### src/rtl/div_result_bcd_pkg.sv
// Shared constants for the divider-result BCD converter: default sizes,
// FSM state encoding and the double-dabble correction constants.
package div_result_bcd_pkg;

  localparam int WIDTH_DEF  = 8;
  localparam int DIGITS_DEF = 3;

  typedef enum logic {
    IDLE  = 1'b0,
    SHIFT = 1'b1
  } state_t;

  localparam logic [3:0] BCD_THRESH = 4'd5;
  localparam logic [3:0] BCD_ADD    = 4'd3;

endpackage

### src/rtl/div_result_bcd_bcd_dd_step.sv
// One combinational double-dabble iteration: correct every digit >= 5 by +3,
// then shift the scratch left by one with the next binary bit entering bit 0.
module bcd_dd_step
  import div_result_bcd_pkg::*;
#(
  parameter int DIGITS = DIGITS_DEF
) (
  input  logic [4*DIGITS-1:0] scratch,
  input  logic                bit_in,
  output logic [4*DIGITS-1:0] scratch_next
);

  logic [4*DIGITS-1:0] corrected;

  always_comb begin
    corrected = scratch;
    for (int i = 0; i < DIGITS; i++) begin
      // 4-bit add only: no carry may ripple into the next digit
      if (scratch[4*i +: 4] >= BCD_THRESH)
        corrected[4*i +: 4] = scratch[4*i +: 4] + BCD_ADD;
    end
    scratch_next = {corrected[4*DIGITS-2:0], bit_in};
  end

endmodule

### src/rtl/div_result_bcd.sv
// Converts the divider's quotient and remainder to packed BCD in parallel,
// one binary bit per clock, with a single start/done handshake per result.
module div_result_bcd
  import div_result_bcd_pkg::*;
#(
  parameter int WIDTH  = WIDTH_DEF,
  parameter int DIGITS = DIGITS_DEF
) (
  input  logic                clk,
  input  logic                rst_n,
  input  logic                start,
  input  logic [WIDTH-1:0]    Quotient,
  input  logic [WIDTH-1:0]    Reminder,
  output logic                busy,
  output logic                done,
  output logic [4*DIGITS-1:0] q_bcd,
  output logic [4*DIGITS-1:0] r_bcd
);

  localparam int CW = $clog2(WIDTH + 1);

  // Handshake: start is sampled only while state==IDLE; a start seen while busy
  // is dropped. done pulses for one cycle exactly when q_bcd/r_bcd update.
  state_t              state;
  logic [CW-1:0]       cnt;
  logic [WIDTH-1:0]    q_bin, r_bin;
  logic [4*DIGITS-1:0] q_scr, r_scr;
  logic [4*DIGITS-1:0] q_next, r_next;

  bcd_dd_step #(.DIGITS(DIGITS)) u_q_step (
    .scratch      (q_scr),
    .bit_in       (q_bin[WIDTH-1]),
    .scratch_next (q_next)
  );

  bcd_dd_step #(.DIGITS(DIGITS)) u_r_step (
    .scratch      (r_scr),
    .bit_in       (r_bin[WIDTH-1]),
    .scratch_next (r_next)
  );

  always_ff @(posedge clk) begin
    if (!rst_n) begin
      state <= IDLE;
      busy  <= 1'b0;
      done  <= 1'b0;
      q_bcd <= '0;
      r_bcd <= '0;
      cnt   <= '0;
      q_bin <= '0;
      r_bin <= '0;
      q_scr <= '0;
      r_scr <= '0;
    end else begin
      done <= 1'b0;
      case (state)
        IDLE: begin
          if (start) begin
            q_bin <= Quotient;
            r_bin <= Reminder;
            q_scr <= '0;
            r_scr <= '0;
            cnt   <= CW'(WIDTH);
            busy  <= 1'b1;
            state <= SHIFT;
          end
        end
        SHIFT: begin
          q_scr <= q_next;
          r_scr <= r_next;
          q_bin <= {q_bin[WIDTH-2:0], 1'b0};
          r_bin <= {r_bin[WIDTH-2:0], 1'b0};
          cnt   <= cnt - CW'(1);
          // Final iteration publishes the corrected-and-shifted value directly
          if (cnt == CW'(1)) begin
            q_bcd <= q_next;
            r_bcd <= r_next;
            done  <= 1'b1;
            busy  <= 1'b0;
            state <= IDLE;
          end
        end
        default: state <= IDLE;
      endcase
    end
  end

endmodule

### config.mk
export PLATFORM = sky130hd
export DESIGN_NAME = div_result_bcd
export DESIGN_NICKNAME = d
export VERILOG_FILES = /design/src/rtl/div_result_bcd_pkg.sv /design/src/rtl/div_result_bcd_bcd_dd_step.sv /design/src/rtl/div_result_bcd.sv
export SDC_FILE = /design/constraint.sdc
export NUM_CORES = 1
export LEC_CHECK = 0
export ABC_AREA = 0
export CAP_MARGIN = 20
export CORE_MARGIN = 8
export CORE_UTILIZATION = 50
export DETAILED_ROUTE_END_ITERATION = 7
export PLACE_DENSITY = 0.74
export SLEW_MARGIN = 15
export SYNTH_ARGS = -nofsm -noshare
export SYNTH_HDL_FRONTEND = slang
export SYNTH_SLANG_ARGS = --single-unit
### constraint.sdc
create_clock -name clk -period 3.65 [get_ports clk]
set_input_delay 0.73 -clock clk [delete_from_list [all_inputs] [get_ports clk]]
set_output_delay 0.73 -clock clk [all_outputs]
set_load 0.005 [all_outputs]
==> key figures, run 1 <==
Synth
  • Post-Synth Adder-Cell Area: 5.458%
  • Synth Instances: 328
  • Synth Area in Compound Gates: 20.08%
  • Seq cells post-synth: 71
  • Top cells by area, synth: dfxtp_1, mux2i_1, a22o_1
  • Mux cell area share after synthesis: 7.524%
  • Largest family of logic cells by synthesized area: compound AO/OA/AOI/OAI gates
  • Synth top area share: 44.29%
  • Mean post-synth cell area: 9.785 µm²
  • Xor and xnor area share after synthesis: 1.637%
  • Simple-gate area share of the yosys netlist: 15.17%
  • Mapped Area: 3209 µm²
  • Sequential area share after synthesis: 44.29%
  • Yosys cell types: 31
  • Yosys top cell by area: dfxtp_1
  • Warnings from Yosys: 0
  • Syn nets: 361

Place
  • Placed Cells: 433
  • PortBufs: 44
  • Post-detail-place hpwl: 4.514 mm
  • Final Wtd Congestion: 0.7613

Floorplan
  • Core area: 6277 µm²
  • Die Wd: 96.12 µm
  • Initial cell density of the core: 51.13%
  • Chip height: 96.12 µm
  • # IOs: 45
  • Row count: 29
  • Die ar.: 9238 µm²

Timing
  • Clk_skew: 0.01039 ns
  • Final Critical Period: 2.328 ns
  • RSZ-0062 raised after global routing: no
  • Setup TNS: 0 ns
  • Final hold violation count: 0
  • Fmax: 0.4296 GHz
  • Worst-Margin Slew: 0.6507 ns
  • Relative slew margins: 56.49%
  • # setup viols final: 0
  • Final clock period utilization by the worst path: 63.78%
  • Slew Viols, Final: 0

Global route
  • Largest net degree at the start of global routing: 44
  • Initial antenna violation count: 0
  • First-pass GRT wire length: 10.98 mm
  • GRT overflow: 0
  • Gr usage total: 15.47%
  • Vias in the first global route: 2306

Critical path
  • Reg-to-Reg Start: state$_SDFF_PN0_
  • Startpoint types: primary input
  • Critical path class: primary input to register
  • Crit-path leading delay family: buffers and inverters
  • Buf/Inv on CP: 2
  • Worst-path fanout max: 21
  • CP Cell Sequence: clkdlybuf4s50_1 -> nand2_1 -> inv_2 -> a22o_1
  • WP data arrival: 2.62 ns
  • Worst path slowest cell: clkdlybuf4s50_1
  • CP required: 3.94 ns
  • Nature of the critical path endpoint: register
  • Flop2flop setup slack: 1.78 ns
  • Worst reg2reg endpoint: q_bcd[10]$_SDFFE_PN0P_
  • Slowest Stage Delay on Critical Path: 0.88 ns
  • Reg2reg path depth: 5

Clocking
  • H-tree levels: 3
  • Post-CTS Resized: 0
  • Clock Pin Slew Worst Setup and Hold Paths: 0.07 ns
  • Post-CTS setup buffer count: 0
  • CTS hold repair buffers: 0
  • CTS tree: yes
  • Worst-Skew Late Latency: 0.35 ns
  • Clock Sinks: 71
  • CTS Buffer Depth: 2
  • CTS Root Cell: clkbuf_8
  • Number of buffers created by CTS: 9

Cells and area
  • Most frequent cells in the layout: dfxtp_1, clkdlybuf4s50_1, a22o_1, o21ai_0, mux2i_1
  • Layout area overhead: 19.81%
  • Antenna cell count: 0
  • Fillers: 554
  • Non-Filler Instances: 448
  • Commonest non-fill, non-tap cell in the layout: dfxtp_1
  • Nets: 400
  • Layout cells sized above 1: 7.547%

Run
  • Max-cap violations: 0

Drt
  • Via Count: 2401
  • Post-DR wirelength/cell: 14.32 µm
  • Pre-Repair DR Iteration Count: 4
  • Iter 0 DRT Violations: 68
  • DR DRC count: 0
  • Wirelength, routed: 6.416 mm
  • Antenna-violating nets left: 0
  • DR vias/cell: 5.359

Min path
  • Worst hold start: q_bcd[7]$_SDFFE_PN0P_
  • Worst hold path class: register to register
  • Worst Hold Path EP: q_bcd[7]$_SDFFE_PN0P_
  • Hold Crit Depth: 1

Power and ir drop
  • Worst IR Drop VDD: 296.1 µV
  • Pwr Density: 404.2 nW/µm²
  • Leak: 1.451 nW

Run status
  • Outcome: complete, no violations
[registers in the layout, indices dropped and copies added (netlist names)]
name / cells
q_scr: 12
q_bin: 8
state: 1
r_scr: 12
r_bin: 8
busy: 1
q_bcd: 12
r_bcd: 12
cnt: 4
done: 1
[worst reg2reg max path: cells and delay by family, from the launching register on]
family / cells / cell delay [ns]
compound gates: 1 / 0.21
buf+inv: 1 / 0.36
flops: 1 / 0.67
simple gates: 3 / 0.58
[layout make-up]
class | count | area (µm²) | area share (%)
clock inverter | 3 | 42.54 | 1.106
inverter | 15 | 56.30 | 1.464
tap | 77 | 96.34 | 2.506
sequential | 71 | 1421 | 36.97
multi-input combinational | 222 | 1603 | 41.69
clock buffer | 12 | 155.1 | 4.035
timing repair buffer | 48 | 470.5 | 12.24
[synth_stat cells]
library cell and number:
inv_1 14, clkbuf_1 5, o21ai_0 25, buf_6 4, o211a_1 1, nand2_1 22, mux2i_1 23, nor3_1 4
dfxtp_1 71, nor3_2 1, a21oi_1 13, inv_2 1, a22o_1 26, nor3b_1 16, o21a_1 2, a21boi_0 2
nor2b_1 8, ha_1 14, o2bb2ai_1 10, nand2b_1 7, a21boi_1 4, nor2_1 2, xnor2_1 6, nor2_4 1
and2_1 17, buf_4 5, nand3_1 7, o21ai_1 5, mux2_2 1, buf_2 6, a21oi_2 5
[layer usage]
| layer | vias up | wire (µm) | global-route usage [%] |
|---|---|---|---|
| li1 | 1225 | - | - |
| met1 | 1118 | 2997 | 18.54 |
| met2 | 47 | 2907 | 23.95 |
| met3 | 11 | 407 | 5.850 |
| met4 | 0 | 103 | 7.298 |
| met5 | - | 0 | 0 |
[power by group]
part	switching (mW)	leakage (nW)	internal, mW	total, mW
clock	0.285	0.0985	0.348	0.634
sequential	0.0149	0.576	0.792	0.807
combinational	0.0564	0.777	0.0568	0.113
total	0.356	1.45	1.20	1.55
[stage by stage]
stage / power, mW / hold WS, ns / utilization (%) / cell area (µm²) / setup WS, ns
final: 1.554 / 0.4642 / 61.25 / 3845 / 1.322
after floorplan: 0.9057 / 0.4491 / - / 3209 / 2.027
after detailed placement: 0.9388 / 0.4475 / 58.10 / 3647 / 0.9345
after global routing: 1.619 / 0.4940 / 61.25 / 3845 / 1.142
after CTS: 1.568 / 0.4685 / 61.25 / 3845 / 1.267
after global placement: 0.9358 / 0.4492 / 58.10 / 3647 / 0.9939
[worst max path at each step]
| stage | slack, ns | cells past startpoint | startpoint | endpoint |
|---|---|---|---|---|
| 6_report | 1.32 | 4 | rst_n | q_bcd[10]$_SDFFE_PN0P_ |
| 4_1_cts | 1.27 | 4 | rst_n | q_bcd[10]$_SDFFE_PN0P_ |
| 2_1_floorplan | 2.03 | 6 | start | q_scr[2]$_SDFFE_PN0P_ |
| 3_5_place_dp | 0.93 | 4 | rst_n | r_bcd[9]$_SDFFE_PN0P_ |
| 3_3_place_gp | 0.99 | 4 | rst_n | q_bcd[0]$_SDFFE_PN0P_ |
| 5_1_grt | 1.14 | 4 | rst_n | q_bcd[10]$_SDFFE_PN0P_ |
[cells by family (layout without fill, tap and decap cells)]
group,count (synthesis),count (layout)
adder cells (fa/ha/maj),14,14
XOR/XNOR,6,6
flip-flops,71,71
AO/OA/AOI/OAI,93,93
AND/OR/NAND/NOR,85,85
buffers and inverters,35,78
multiplexers,24,24
Note: power is estimated with default switching activity, not from simulation.
==> inputs of run 2 (changes only) <==
Settings changed: CORE_UTILIZATION 50 to 49, PLACE_DENSITY 0.74 to 0.76.
Clock period 3.65 ns to 1.93 ns, I/O delays scaled along.
==> key figures, run 2 (same netlist as run 1, synthesis figures left out) <==
Floorplan
  • Core area: 6350 µm²
  • Chip height: 96.93 µm
  • Row count: 29
  • Die Wd: 96.93 µm
  • Die ar.: 9395 µm²
  • Initial cell density of the core: 50.54%
  • # IOs: 45

Timing
  • Fmax: 0.6063 GHz
  • Clk_skew: 0.01063 ns
  • # setup viols final: 0
  • Final clock period utilization by the worst path: 85.46%
  • Final Critical Period: 1.649 ns
  • RSZ-0062 raised after global routing: no
  • Worst-Margin Slew: 0.6037 ns
  • Relative slew margins: 59.75%
  • Final hold violation count: 0
  • Setup TNS: 0 ns
  • Slew Viols, Final: 0

Cells and area
  • Most frequent cells in the layout: dfxtp_1, clkdlybuf4s50_1, a22o_1, o21ai_0, mux2i_1
  • Fillers: 518
  • Layout cells sized above 1: 8.995%
  • Commonest non-fill, non-tap cell in the layout: dfxtp_1
  • Layout area overhead: 22.03%
  • Post-layout util: 61.67%
  • Post-route cell area: 3916 µm²
  • Antenna cell count: 0
  • Nets: 406

Drt
  • DR vias/cell: 5.367
  • Wirelength, routed: 6.561 mm
  • Via Count: 2442
  • Iter 0 DRT Violations: 105
  • Antenna-violating nets left: 0
  • DR DRC count: 0
  • Post-DR wirelength/cell: 14.42 µm
  • Pre-Repair DR Iteration Count: 4

Clocking
  • CTS Buffer Depth: 2
  • Clock Sinks: 71
  • Worst-Skew Late Latency: 0.34 ns
  • H-tree levels: 3
  • Clock Pin Slew Worst Setup and Hold Paths: 0.08 ns
  • CTS hold repair buffers: 0
  • Post-CTS Resized: 0
  • CTS tree: yes
  • Number of buffers created by CTS: 9
  • Post-CTS setup buffer count: 0
  • CTS Root Cell: clkbuf_8

Place
  • Post-detail-place hpwl: 4.680 mm
  • Dpl cell area: 3692 µm²
  • PortBufs: 44
  • Final Wtd Congestion: 0.7797

Critical path
  • Nature of the critical path endpoint: register
  • Worst-path fanout max: 15
  • Startpoint types: register
  • WP data arrival: 1.93 ns
  • CP required: 2.21 ns
  • Critical path class: register to register

Power and ir drop
  • Pwr Density: 784.7 nW/µm²
  • Power after layout: 3.073 mW
  • Leak: 1.495 nW
  • Worst IR Drop VDD: 548.5 µV

Global route
  • GRT overflow: 0
  • Initial antenna violation count: 0
  • First-pass GRT wire length: 11.36 mm
  • Largest net degree at the start of global routing: 26
  • Vias in the first global route: 2470
  • Gr usage total: 14.33%

Run
  • Max-cap violations: 0

Run status
  • Outcome: complete, no violations

Min path
  • Worst hold path class: register to register
==> run 2: critical path: stages, from the launching register on <==
cell and delay (ns):
dfxtp_1 0.69, nand2_1 0.13, nor3_2 0.18, nand2_1 0.11, inv_2 0.27, a22o_1 0.21
==> run 2: final timing paths <==
| check | start | endpoint | slack, ns | cells past startpoint |
|---|---|---|---|---|
| worst max-delay path | state$_SDFF_PN0_ | q_bcd[9]$_SDFFE_PN0P_ | 0.28 | 5 |
| worst min-delay path | r_bcd[3]$_SDFFE_PN0P_ | r_bcd[3]$_SDFFE_PN0P_ | 0.46 | 1 |
| worst max register to register | state$_SDFF_PN0_ | q_bcd[9]$_SDFFE_PN0P_ | 0.28 | 5 |
| worst min register to register | r_bcd[3]$_SDFFE_PN0P_ | r_bcd[3]$_SDFFE_PN0P_ | 0.46 | 1 |
==> run 2: cell type report <==
class / instances / area, µm² / area share, %
clock buffer: 13 / 158.9 / 4.057
clock inverter: 3 / 65.06 / 1.661
timing repair buffer: 54 / 515.5 / 13.16
multi-input combinational: 222 / 1603 / 40.93
inverter: 15 / 56.30 / 1.438
sequential: 71 / 1421 / 36.29
tap: 77 / 96.34 / 2.460
==> run 2: stage by stage <==
step	instances	hold WS [ns]	worst slack, ns
after CTS	455	0.4674	0.2886
final	455	0.4647	0.2805
after global placement	439	0.4426	0.06515
after floorplan	328	0.4491	0.5786
after global routing	455	0.4934	0.1608
after detailed placement	439	0.4488	0.02211
==> run 2: metal layers <==
metal | vias up | track usage (%) | share of wire, %
met5 | - | 0 | 0
met4 | 0 | 4.970 | 1.3
met3 | 8 | 5.050 | 4.8
met2 | 45 | 23.91 | 47
met1 | 1152 | 16.51 | 47
li1 | 1237 | - | -
==> run 2: power by group <==
group	switching, mW	internal [mW]	leakage, nW
Clock	0.521	0.798	0.114
Sequential	0.0287	1.50	0.576
Combinational	0.110	0.117	0.806
==> inputs of run 3 (changes only) <==
Settings changed: CAP_MARGIN 20 to unset.
==> results of run 3 <==
Final layout, timing and power as in run 2 (identical DEF).
